==> src/rtl/d_ff_up_counter_if.sv <==
// Control/status bundle for d_ff_up_counter.
// The master drives the controls and din; the slave returns the count and flags.
interface d_ff_up_counter_if #(
  parameter int WIDTH = 4
);
  logic             en;
  logic             clr;
  logic             load;
  logic [WIDTH-1:0] din;
  logic [WIDTH-1:0] q;
  logic             tc;
  logic             wrap;
  logic             ovf;

  modport master (
    output en, clr, load, din,
    input  q, tc, wrap, ovf
  );

  modport slave (
    input  en, clr, load, din,
    output q, tc, wrap, ovf
  );
endinterface

==> src/rtl/d_ff_up_counter.sv <==
// Modulo-(MOD_MAX+1) up counter: sync clear/load/enable, wrap pulse, sticky overflow.
// Define UP_COUNTER_SATURATE_EN to hold at MOD_MAX instead of wrapping.
module d_ff_up_counter #(
  parameter int WIDTH   = 4,
  parameter int MOD_MAX = 15
) (
  input  logic             clk,
  input  logic             rst,
  d_ff_up_counter_if.slave bus
);

  localparam logic [WIDTH-1:0] MAXV = WIDTH'(MOD_MAX);

  logic [WIDTH-1:0] q_r;
  logic [WIDTH-1:0] q_nxt;
  logic [WIDTH-1:0] din_c;
  logic             wrap_r;
  logic             wrap_nxt;
  logic             ovf_r;
  logic             ovf_nxt;
  logic             at_max;
  logic             sel_clr;
  logic             sel_load;
  logic             sel_inc;

  assign at_max = (q_r == MAXV);
  assign din_c  = (bus.din > MAXV) ? MAXV : bus.din;

  // One-hot select so the decoder below has disjoint items.
  assign sel_clr  = bus.clr;
  assign sel_load = bus.load & ~bus.clr;
  assign sel_inc  = bus.en & ~bus.load & ~bus.clr;

  always_comb begin
    q_nxt    = q_r;
    wrap_nxt = 1'b0;
    ovf_nxt  = ovf_r;
    unique case (1'b1)
      sel_clr: begin
        q_nxt   = '0;
        ovf_nxt = 1'b0;
      end
      sel_load: begin
        q_nxt = din_c;
      end
      sel_inc: begin
        if (at_max) begin
`ifdef UP_COUNTER_SATURATE_EN
          q_nxt    = MAXV;
          ovf_nxt  = 1'b1;
`else
          q_nxt    = '0;
          wrap_nxt = 1'b1;
          ovf_nxt  = 1'b1;
`endif
        end else begin
          q_nxt = q_r + WIDTH'(1);
        end
      end
      default: ;
    endcase
  end

  always_ff @(posedge clk or posedge rst) begin
    if (rst) begin
      q_r    <= '0;
      wrap_r <= 1'b0;
      ovf_r  <= 1'b0;
    end else begin
      q_r    <= q_nxt;
      wrap_r <= wrap_nxt;
      ovf_r  <= ovf_nxt;
    end
  end

  assign bus.q    = q_r;
  assign bus.wrap = wrap_r;
  assign bus.ovf  = ovf_r;
  // Unregistered so a following stage can use it directly as its enable.
  assign bus.tc   = sel_inc & at_max;

endmodule

==> src/flat_wrapper.sv <==
// flat-port wrapper written by rule: the top's interface ports become plain ports
module d_ff_up_counter_flat 
#(
  parameter int WIDTH   = 4,
  parameter int MOD_MAX = 15
)
  (clk, rst, bus_en, bus_clr, bus_load, bus_din, bus_q, bus_tc, bus_wrap, bus_ovf);
  d_ff_up_counter_if #(.WIDTH(WIDTH)) bus_i ();
  input  logic clk;
  input  logic rst;
  input wire logic [$bits(bus_i.en)-1:0] bus_en;
  input wire logic [$bits(bus_i.clr)-1:0] bus_clr;
  input wire logic [$bits(bus_i.load)-1:0] bus_load;
  input wire logic [$bits(bus_i.din)-1:0] bus_din;
  output wire logic [$bits(bus_i.q)-1:0] bus_q;
  output wire logic [$bits(bus_i.tc)-1:0] bus_tc;
  output wire logic [$bits(bus_i.wrap)-1:0] bus_wrap;
  output wire logic [$bits(bus_i.ovf)-1:0] bus_ovf;
  assign bus_i.en = bus_en;
  assign bus_i.clr = bus_clr;
  assign bus_i.load = bus_load;
  assign bus_i.din = bus_din;
  assign bus_q = bus_i.q;
  assign bus_tc = bus_i.tc;
  assign bus_wrap = bus_i.wrap;
  assign bus_ovf = bus_i.ovf;
  d_ff_up_counter #(.WIDTH(WIDTH), .MOD_MAX(MOD_MAX)) u_core (.clk(clk), .rst(rst), .bus(bus_i));
endmodule
==> config.mk <==
export PLATFORM = sky130hd
export DESIGN_NAME = d_ff_up_counter_flat
export DESIGN_NICKNAME = d
export VERILOG_FILES = /design/src/rtl/d_ff_up_counter_if.sv /design/src/rtl/d_ff_up_counter.sv /design/src/flat_wrapper.sv
export SDC_FILE = /design/constraint.sdc
export NUM_CORES = 1
export LEC_CHECK = 0
export ABC_AREA = 1
export BUFFER_PORTS_ARGS = -buffer_cell sky130_fd_sc_hd__buf_2
export CAP_MARGIN = 25
export CORE_AREA = 3 3 40 42
export DETAILED_ROUTE_END_ITERATION = 7
export DIE_AREA = 0 0 43 45
export HOLD_SLACK_MARGIN = 0.05
export SLEW_MARGIN = 20
export SYNTH_ARGS = -nofsm -noshare
export SYNTH_HDL_FRONTEND = slang
export SYNTH_SLANG_ARGS = --single-unit
export TNS_END_PERCENT = 5
==> constraint.sdc <==
create_clock -name clk -period 2 [get_ports clk]
set_clock_uncertainty 0.2 [all_clocks]
set_input_delay 0.5 -clock clk [delete_from_list [all_inputs] [get_ports clk]]
set_output_delay 0.5 -clock clk [all_outputs]
set_load 0.005 [all_outputs]
# After elaboration in Yosys (flattened, before gate mapping)
# Index checks and enable logic that the tools add are counted.
# totals
in_bits,9
wordCells,23
regBits,6
n_memories,0
output_inout_bits,7
ram_bits,0
latchBits,0
romBits,0
# op_classes
n_eq_ne,2
n_lt_le_gt_ge,1
mul,0
n_addsub,1
muxes,7
n_reduce_logical,3
shifts,0
n_div,0
n_bitwise,6
# op_table
op,count
$pmux 4 s3,1
$mux 4,2
$add 4x1->4 const B,1
$and 1x1->1,4
$eq 4x4->1 const B,1
$gt 4x4->1 const B,1
$mux 1,3
$reduce_bool 3->1,1
$ne 2x1->1 const B,1
$not 1->1,2
$pmux 1 s2,1
$reduce_and 2->1,1
$reduce_bool 2->1,1

# Longest topological paths before layout
# Gate-level depths: netlist (run 1).
# logic_depth
ltp_word,5
ltp_mapped,6
mapped_depth_nobuf,6

# Worst setup path before layout (run 1)
# Ideal clock, no wire load.
# synth_timing
path_kind,input to output
from,in bus_load
to,out bus_tc
stages,5
t_required_ns,1.300
path_slack_ns,0.411
n_path_buf,0
arrival_ns,0.889
cell_sequence,inv_2 nand2_1 nor2_4 inv_2 nor2_1
# synth_via
elab_chain_cells,4
# synth_rtl
item,line_no,source
from (decl),flat_wrapper.sv:13,input wire logic [$bits(bus_i.load)-1:0] bus_load;
$not 1->1,d_ff_up_counter.sv:32,assign sel_inc = bus.en & ~bus.load & ~bus.clr;
$and 1x1->1 (2 in a row),d_ff_up_counter.sv:32,
$and 1x1->1,d_ff_up_counter.sv:80,assign bus.tc = sel_inc & at_max;
to (decl),flat_wrapper.sv:16,output wire logic [$bits(bus_i.tc)-1:0] bus_tc;
# Every way passes these cells.

# Final worst setup path (run 1)
# layout_timing
from,reg u_core.q_r[1] (netlist: u_core.bus.q[1])
to,out bus_tc
# layout_via
elab_chain_cells,2
# layout_rtl
item,line_no,source
from (decl),d_ff_up_counter.sv:14,logic [WIDTH-1:0] q_r;
from (signal assigned),d_ff_up_counter.sv:70,q_r <= q_nxt;
$eq 4x4->1,d_ff_up_counter.sv:26,assign at_max = (q_r == MAXV);
$and 1x1->1,d_ff_up_counter.sv:80,
# Every way passes these cells.

==> results.sh, run 1 <==
export IMPL_status="finished clean"
export IMPL_chipWidth_um=43
export IMPL_first_pass_iters=4
export IMPL_clock_path_buffers=2
export IMPL_yosys_warnings=0
export IMPL_first_global_vias=330
export IMPL_whs_ps=275
export IMPL_rows=13
export IMPL_num_antenna_cells=0
export IMPL_finalSetupTns_ps=0
export IMPL_setup_violations=0
export IMPL_worstPathRequired_ps=1300
export IMPL_peakVddDrop_uv=137
export IMPL_wl_per_cell_um=10.4
export IMPL_finalNonFillerCells=77
export IMPL_htree_levels=1
export IMPL_netlist_area_leader_share=0.467
export IMPL_fillers=147
export IMPL_ys_ff_latch=6
export IMPL_worst_slew_pin_slew_ps=307
export IMPL_worstPathMaxFanout=3
export IMPL_grt_usage=0.106
export IMPL_drv_cap=0
export IMPL_clock_latency_ps=240
export IMPL_hold_violations=0
export IMPL_die_y_um=45
export IMPL_gp_congestion=0.748
export IMPL_synth_avg_cell_area_um2=8.04
export IMPL_fmax_ghz=0.528
export IMPL_fin_crit_ps=1890
export IMPL_pin_count=16
export IMPL_r2r_slack_ps=760
export IMPL_portBuffers=15
export IMPL_cts_tree="built"
export IMPL_grt_overflow_total=0
export IMPL_slew_headroom=0.795
export IMPL_cts_reportedPaths_clkPinSlew_ps=50
export IMPL_wl_um=800
export IMPL_placedCellCount=71
export IMPL_final_layout_size_suffix_gt1_frac=0.403
export IMPL_min_path_type="in -> reg"
export IMPL_slew_violations=0
export IMPL_nets=74
export IMPL_cp_end_kind="primary output"
export IMPL_p_per_area_nw_per_um2=621
export IMPL_cts_sinks=6
export IMPL_coreArea_um2=1280
export IMPL_totalPowerFinal_uw=292
export IMPL_die_area_um2=1940
export IMPL_fin_crit_sh=0.947
export IMPL_area_growth_pct=46.3
export IMPL_critical_path_startpoint_type="register"
export IMPL_synthDistinctLibCells=13
export IMPL_synth_area_top_cells="dfrtp_1 (47%), nand2_1 (15%), nand3_1 (12%)"
export IMPL_start_util=0.250
export IMPL_cts_root_buf="clkbuf_4"
export IMPL_num_vias=334
export IMPL_finish_utilization=0.366
export IMPL_antenna_found_initial=0
export IMPL_syn_area_um2=322
export IMPL_critPathArrivalTime_ps=1190
export IMPL_yosys_area_top_type="dfrtp_1"
export IMPL_ys_seq_area_frac=0.467
export IMPL_leakagePower_uw=0.000256
export IMPL_grt_pass1_wl_mm=1.48
export IMPL_crit_type="reg -> out"
export IMPL_cts_buffers=3
export IMPL_postRouteAntennaNets=0
export IMPL_cts_resized=0
export IMPL_synthCells=40
export IMPL_first_iter_violations=6
export IMPL_syn_nets=50
export IMPL_rsz0062_at_grt="false"
export IMPL_drc=0
export IMPL_vias_per_cell=4.34
export IMPL_grt_max_degree=8
[logic make-up after synthesis]
| family | synth area share |
|---|---|
| flip-flops | 0.467 |
| AO/OA/AOI/OAI | 0.0195 |
| adder cells (fa/ha/maj) | 0.0389 |
| AND/OR/NAND/NOR | 0.428 |
| buffers and inverters | 0.0467 |
[worst max-delay path, stage by stage, from the launching register on]
cell     delay, ps
dfrtp_1        370
ha_1           180
nand3_1        130
nor2_1         140
buf_2          130
[what timing repair did]
item,CTS,global route
pin swaps,0,1
buffers inserted,1,1
endpoints found under the setup margin,1,1
cloned,0,0
hold endpoints to repair,6,0
hold buffers,1,0
[final timing paths]
kind	from	endpoint	cells after the start
max in group asynchronous	rst	u_core.bus.q[0]	3
worst max register to register	u_core.bus.q[1]	u_core.bus.q[2]	4
worst min-delay path	bus_din[2]	u_core.bus.q[2]	3
worst max-delay path	u_core.bus.q[1]	bus_tc	4
min in group asynchronous	rst	u_core.bus.ovf	3
worst min register to register	u_core.bus.q[1]	u_core.bus.q[1]	2
[routing by layer]
metal,track usage,vias to the layer above,share of wire
met1,0.127,144,0.48
met4,0.108,0,0.029
met2,0.162,8,0.46
met5,0,-,0
met3,0.0120,2,0.035
li1,-,180,-
[Yosys cell counts]
| cell type | n |
|---|---|
| dfrtp_1 | 6 |
| ha_1 | 1 |
| inv_1 | 2 |
| inv_2 | 2 |
| nand2_1 | 13 |
| nand3_1 | 8 |
| nand3b_1 | 1 |
| nand4_1 | 1 |
| nor2_1 | 2 |
| nor2_4 | 1 |
| nor3_2 | 1 |
| o22ai_1 | 1 |
| or2_0 | 1 |
[final cells by class]
| class | instances | area [um2] | area share |
|---|---|---|---|
| multi-input combinational | 30 | 156 | 0.332 |
| tap | 15 | 18.8 | 0.0399 |
| clock buffer | 3 | 22.5 | 0.0479 |
| sequential | 6 | 150 | 0.319 |
| inverter | 4 | 15.0 | 0.0319 |
| timing repair buffer | 19 | 108 | 0.229 |
[placed cells by master, fill, tap and decap left out, drive strengths merged]
cell,Yosys,routed
buf,0,18
nand2,13,13
nand3,8,8
dfrtp,6,6
inv,4,4
clkbuf,0,3
nor2,3,3
nand4,1,1
nor3,1,1
o22ai,1,1
or2,1,1
nand3b,1,1
ha,1,1
dlygate4sd3,0,1
[sequential cells by signal, summed over array words and instances (netlist names)]
register,cells
u_core.bus.q,4
u_core.bus.ovf,1
u_core.bus.wrap,1
[report_power, final]
group | switching, uW | internal [uW]
Combinational | 23.2 | 23.5
Clock | 44.1 | 67.9
Sequential | 6.06 | 128
Total | 73.4 | 219
[metrics by stage]
step	cell area (um2)	setup slack (ps)
CTS	463	6.48
global placement	423	193
detailed placement	423	182
global route	470	8.81
finish	470	106
floorplan	322	411
Note: power is estimated with default switching activity, not from simulation.
==> run 2, diff against run 1 <==
--- a/config.mk
+++ b/config.mk
@@ -5,7 +5,6 @@
 export SDC_FILE = /design/constraint.sdc
 export NUM_CORES = 1
 export LEC_CHECK = 0
-export ABC_AREA = 1
 export BUFFER_PORTS_ARGS = -buffer_cell sky130_fd_sc_hd__buf_2
 export CAP_MARGIN = 25
 export CORE_AREA = 3 3 40 42
==> run 2 against run 1 <==
Non-clock buffer count grew 1; worst setup slack lost 81 ps; flip-flop and latch count is the same; sequential power is essentially flat; register-to-register slack lost 390 ps; critical endpoint unchanged.
==> results.sh, run 2 <==
export IMPL_status="finished clean"
export IMPL_syn_area_um2=320
export IMPL_pwr_share_comb=0.180
export IMPL_worstPathMaxFanout=4
export IMPL_synthDistinctLibCells=18
export IMPL_slowest_stage="dfrtp_1"
export IMPL_totalPowerFinal_uw=295
export IMPL_ys_async_sr_fraction=1.00
export IMPL_netlist_area_leader_share=0.469
export IMPL_die_y_um=45
export IMPL_largest_reg_flops=4
export IMPL_switchingPower_uw=71.2
export IMPL_synth_edf_count=0
export IMPL_r2r_start="u_core.bus.q[1]"
export IMPL_cts_reportedPaths_clkPinSlew_ps=40
export IMPL_timing_rr_end="u_core.bus.q[0]"
export IMPL_fin_crit_ps=1980
export IMPL_ys_seq_area_frac=0.469
export IMPL_cts_tree="built"
export IMPL_hpwl_um=564
export IMPL_die_area_um2=1940
export IMPL_synth_most_common_cell="dfrtp_1"
export IMPL_regArea_um2=150
export IMPL_cts_sinks=6
export IMPL_fin_crit_sh=0.988
export IMPL_p_sw_frac=0.242
export IMPL_critical_path_startpoint_type="register"
export IMPL_synth_ff_type="dfrtp_1"
export IMPL_crit_chain="ha_1 -> and3_4 -> nand2_1 -> nor2_1 -> buf_2"
export IMPL_num_vias=315
export IMPL_worst_slew_pin_slew_ps=257
export IMPL_portBuffers=15
export IMPL_fillers=137
export IMPL_grt_max_degree=8
export IMPL_power_frac_seq=0.451
export IMPL_first_iter_violations=2
export IMPL_p_clk_frac=0.369
export IMPL_leakagePower_uw=0.000260
export IMPL_pin_count=16
export IMPL_num_antenna_cells=0
export IMPL_clock_latency_ps=240
export IMPL_vias_per_cell=4.38
export IMPL_ys_ff_latch=6
export IMPL_critPathArrivalTime_ps=1280
export IMPL_area_growth_pct=50.4
export IMPL_grt_pass1_wl_mm=1.28
export IMPL_peakVddDrop_uv=292
export IMPL_synth_common_cells="dfrtp_1 (6), a21oi_1 (4), nand2_1 (4)"
export IMPL_antenna_found_initial=0
export IMPL_crit_type="reg -> out"
export IMPL_hold_violations=0
export IMPL_fmax_ghz=0.506
export IMPL_start_util=0.249
export IMPL_grt_overflow_total=0
export IMPL_htree_levels=1
export IMPL_first_pass_iters=2
export IMPL_yosys_area_top_type="dfrtp_1"
export IMPL_cp_slowest_stage_delay_ps=380
export IMPL_yosys_warnings=0
export IMPL_drc=0
export IMPL_intPower_uw=224
export IMPL_drv_cap=0
export IMPL_clock_path_buffers=2
export IMPL_whs_ps=289
export IMPL_rsz0062_at_grt="true"
export IMPL_cts_root_buf="clkbuf_4"
export IMPL_final_cell_mix="buf_2 (15), dfrtp_1 (6), a21oi_1 (4), nand2_1 (4), buf_4 (4)"
export IMPL_final_common_cell="buf_2"
export IMPL_synthCells=34
export IMPL_rows=13
export IMPL_cts_buffers=3
export IMPL_multi_input_area_um2=160
export IMPL_p_per_area_nw_per_um2=612
export IMPL_syn_nets=44
export IMPL_grt_usage=0.0956
export IMPL_synth_area_top_cells="dfrtp_1 (47%), a21oi_1 (6.3%), xor2_1 (5.5%)"
export IMPL_min_path_type="reg -> reg"
export IMPL_coreArea_um2=1280
export IMPL_setup_violations=0
export IMPL_wl_um=772
export IMPL_slew_headroom=0.829
export IMPL_rr_worst_depth=4
export IMPL_chipWidth_um=43
export IMPL_first_global_vias=305
export IMPL_synth_avg_cell_area_um2=9.42
export IMPL_final_layout_size_suffix_gt1_frac=0.456
export IMPL_slew_violations=0
export IMPL_worstSetupEndpoint="bus_tc"
export IMPL_r2r_slack_ps=370
export IMPL_gp_congestion=0.730
export IMPL_finish_utilization=0.375
export IMPL_cp_end_kind="primary output"
export IMPL_worstPathRequired_ps=1300
export IMPL_crit_start="u_core.bus.q[1]"
export IMPL_wl_per_cell_um=10.7
export IMPL_postRouteAntennaNets=0
export IMPL_nets=69
[run 2: cell types whose count changed after synthesis, sizes merged, moves of 2 or more]
cell | previous run | this run
nand2 | 13 | 4
a21oi | 0 | 4
xor2 | 0 | 2
nand3 | 8 | 1
[run 2: worst min path at each step]
| stage | slack, ps | end | startpoint | cells past startpoint |
|---|---|---|---|---|
| after CTS | 300 | u_core.bus.ovf | u_core.bus.ovf | 2 |
| final | 290 | u_core.bus.ovf | u_core.bus.ovf | 2 |
| after detailed placement | 230 | u_core.bus.ovf | rst | 2 |
| after floorplan | 90 | u_core.bus.ovf | rst | 1 |
| after global routing | 310 | u_core.bus.q[0] | bus_clr | 2 |
| after global placement | 230 | u_core.bus.ovf | rst | 2 |
[run 2: cell families (layout without fill, tap and decap cells)]
family | after synthesis | in the layout | synth area share
flip-flops | 6 | 6 | 0.469
adder cells (fa/ha/maj) | 1 | 1 | 0.0391
AND/OR/NAND/NOR | 13 | 13 | 0.203
XOR/XNOR | 2 | 2 | 0.0547
multiplexers | 1 | 1 | 0.0352
AO/OA/AOI/OAI | 7 | 7 | 0.152
buffers and inverters | 4 | 27 | 0.0469
[run 2: per-stage QoR]
stage | area (um2) | TNS, ps | setup slack (ps) | cells
2_1_floorplan | 320 | 0 | 383 | 34
4_1_cts | 467 | 0 | 11.2 | 70
3_3_place_gp | 429 | 0 | 173 | 66
3_5_place_dp | 429 | 0 | 169 | 66
6_report | 482 | 0 | 24.3 | 72
5_1_grt | 482 | -76.7 | -76.7 | 72
[run 2: power by group through the flow]
stage / combinational (uW) / sequential, uW / clock, uW
after floorplan: 20.8 / 135 / 0
after global placement: 47.1 / 134 / 0
after detailed placement: 47.6 / 134 / 0
after CTS: 49.4 / 133 / 115
after global routing: 60.5 / 134 / 125
final: 53.1 / 133 / 109
[run 2: area by class of cell]
cell class,instances,area share
Tap cell,15,0.0390
Clock buffer,3,0.0468
Multi-Input combinational cell,24,0.332
Timing Repair Buffer,20,0.239
Sequential cell,6,0.312
Inverter,4,0.0312
[run 2: layer usage]
metal / GRT usage / share of wire / up-vias / wire length (um)
li1: - / - / 165 / -
met1: 0.111 / 0.48 / 137 / 371
met2: 0.138 / 0.44 / 13 / 340
met3: 0.0319 / 0.078 / 0 / 60
met4: 0.0904 / 0 / 0 / 0
met5: 0 / 0 / - / 0
[run 2: what timing repair did]
action                                  4_1_cts  5_1_grt
hold buffers                                  1        0
endpoints found under the hold margin         6        0
pin swaps                                     0        0
endpoints found under the setup margin        1        1
gates cloned                                  0        0
setup buffers                                 0        2
gates resized for setup                       1        0
[run 2: critical path: cells and delay by family (launching register included)]
kind / cells / cell delay [ps]
flip-flops: 1 / 380
AND/OR/NAND/NOR: 3 / 350
adder cells (fa/ha/maj): 1 / 180
buffers and inverters: 1 / 130
==> run 3, diff against run 2 <==
--- a/config.mk
+++ b/config.mk
@@ -5,12 +5,14 @@
 export SDC_FILE = /design/constraint.sdc
 export NUM_CORES = 1
 export LEC_CHECK = 0
+export ABC_AREA = 1
 export BUFFER_PORTS_ARGS = -buffer_cell sky130_fd_sc_hd__buf_2
 export CAP_MARGIN = 25
 export CORE_AREA = 3 3 40 42
 export DETAILED_ROUTE_END_ITERATION = 7
 export DIE_AREA = 0 0 43 45
 export HOLD_SLACK_MARGIN = 0.05
+export RECOVER_POWER = 50
 export SLEW_MARGIN = 20
 export SYNTH_ARGS = -nofsm -noshare
 export SYNTH_HDL_FRONTEND = slang
==> run 3 against run 2 <==
Worst hold slack got worse by 14 ps; global-route usage rose by 1.1 points; final cell count rose by 6.9%; flip-flop and latch count did not move; largest cell class unchanged; critical endpoint unchanged; clock power barely moved; non-clock buffer count fell by 1; register-to-register slack improved by 390 ps; critical path depth fell by 1; count of clock-buffer cells in the layout did not move; combinational power fell by 13%; fmax rose by 4.3%.
==> results.sh, run 3 (synthesis gave the netlist of run 1 again) <==
export IMPL_start_util=0.250
export IMPL_hold_violations=0
export IMPL_p_per_area_nw_per_um2=622
export IMPL_critPathTopFamily="flip-flops"
export IMPL_wl_per_cell_um=10.4
export IMPL_cts_root_buf="clkbuf_4"
export IMPL_crit_chain="ha_1 -> nand3_1 -> nor2_1 -> buf_2"
export IMPL_slew_headroom=0.795
export IMPL_fin_crit_sh=0.947
export IMPL_grt_use_met2=0.162
export IMPL_coreArea_um2=1280
export IMPL_cts_buffers=3
export IMPL_peakVddDrop_uv=137
export IMPL_critPathArrivalTime_ps=1190
export IMPL_met1_usage=0.127
export IMPL_first_iter_violations=6
export IMPL_worstSetupEndpoint="bus_tc"
export IMPL_cts_resized=0
export IMPL_area_growth_pct=45.9
export IMPL_clock_latency_ps=240
export IMPL_min_path_type="in -> reg"
export IMPL_fmax_ghz=0.528
export IMPL_worstPathRequired_ps=1300
export IMPL_largest_reg_flops=4
export IMPL_postRouteAntennaNets=0
export IMPL_final_cell_mix="buf_2 (14), nand2_1 (13), nand3_1 (8), dfrtp_1 (6)"
export IMPL_cp_slowest_stage_delay_ps=370
export IMPL_rsz0062_at_grt="false"
export IMPL_grt_pass1_wl_mm=1.48
export IMPL_die_y_um=45
export IMPL_leakagePower_uw=0.000254
export IMPL_place_area_um2=423
export IMPL_first_global_vias=330
export IMPL_critical_path_startpoint_type="register"
export IMPL_totalPowerFinal_uw=292
export IMPL_worst_slew_pin_slew_ps=306
export IMPL_fin_crit_ps=1890
export IMPL_grt_busiest_layer="met2"
export IMPL_drc=0
export IMPL_num_antenna_cells=0
export IMPL_finalSetupTns_ps=0
export IMPL_r2r_start="u_core.bus.q[1]"
export IMPL_r2r_slack_ps=760
export IMPL_nets=74
export IMPL_die_area_um2=1940
export IMPL_cts_sinks=6
export IMPL_grt_overflow_total=0
export IMPL_grt_max_degree=8
export IMPL_num_vias=334
export IMPL_final_common_cell="buf_2"
export IMPL_pin_count=16
export IMPL_rows=13
export IMPL_drv_cap=0
export IMPL_htree_levels=1
export IMPL_final_area_um2=469
export IMPL_wl_um=802
export IMPL_worstPathMaxFanout=3
export IMPL_slowest_stage="dfrtp_1"
export IMPL_cts_tree="built"
export IMPL_status="finished clean"
export IMPL_critPathBufInv=1
export IMPL_gp_congestion=0.748
export IMPL_grt_usage=0.106
export IMPL_rr_worst_depth=4
export IMPL_clock_path_buffers=2
export IMPL_cp_num_cells=4
export IMPL_use_met3=0.0120
export IMPL_cp_end_kind="primary output"
export IMPL_timing_rr_end="u_core.bus.q[2]"
export IMPL_first_pass_iters=4
export IMPL_cts_reportedPaths_clkPinSlew_ps=50
export IMPL_crit_start="u_core.bus.q[1]"
export IMPL_crit_type="reg -> out"
export IMPL_portBuffers=15
export IMPL_vias_per_cell=4.34
export IMPL_setup_violations=0
export IMPL_final_layout_size_suffix_gt1_frac=0.387
export IMPL_chipWidth_um=43
export IMPL_slew_violations=0
export IMPL_antenna_found_initial=0
==> run 3: changes by cell type in the layout (fill, tap and decap cells not counted), moves of 2 or more <==
cell,change
a21oi_1,-4
xor2_1,-2
nand2_1,+9
nand3_1,+7
==> run 3: final cells by class <==
type                       count  area, um2
multi-input combinational     30        156
inverter                       4       15.0
clock buffer                   3       22.5
timing repair buffer          19        106
fill                         147        816
sequential                     6        150
tap                           15       18.8
==> run 3: tightest hold or removal path, cell delays in order <==
cell and delay (ps):
buf_2 70, nand2_1 40, nand3_1 70
==> run 3: how the worst min path moves through the flow <==
stage,start,to,cells after the start
4_1_cts,bus_din[0],u_core.bus.q[0],3
2_1_floorplan,rst,u_core.bus.ovf,1
6_report,bus_din[2],u_core.bus.q[2],3
5_1_grt,bus_din[3],u_core.bus.q[3],3
3_5_place_dp,rst,u_core.bus.wrap,2
3_3_place_gp,rst,u_core.bus.wrap,2
==> run 3: through the flow <==
stage               instances   util  hold WS (ps)  setup slack [ps]
finish                     77  0.365           275               106
global route               77  0.365           285              8.81
CTS                        76  0.360           265              6.48
detailed placement         71  0.329           235               182
global placement           71  0.329           228               193
floorplan                  40      -          91.0               411
==> run 3: routing by layer <==
| metal | vias to the layer above | share of wire | routed length (um) |
|---|---|---|---|
| li1 | 180 | - | - |
| met1 | 144 | 0.48 | 384 |
| met2 | 8 | 0.46 | 365 |
| met3 | 2 | 0.035 | 28 |
| met4 | 0 | 0.029 | 23 |
| met5 | - | 0 | 0 |
==> run 3: where the power goes <==
group          internal (uW)  leakage, uW  switching [uW]
combinational           23.2     0.000159            23.2
clock                   67.9    0.0000138            44.1
sequential               128    0.0000807            6.06
total                    219     0.000254            73.4
==> run 3: repair_timing <==
action	4_1_cts	5_1_grt
hold endpoints to repair	6	0
buffers inserted	1	1
hold buffers	1	0
pin swaps	0	1
setup endpoints to repair	1	1
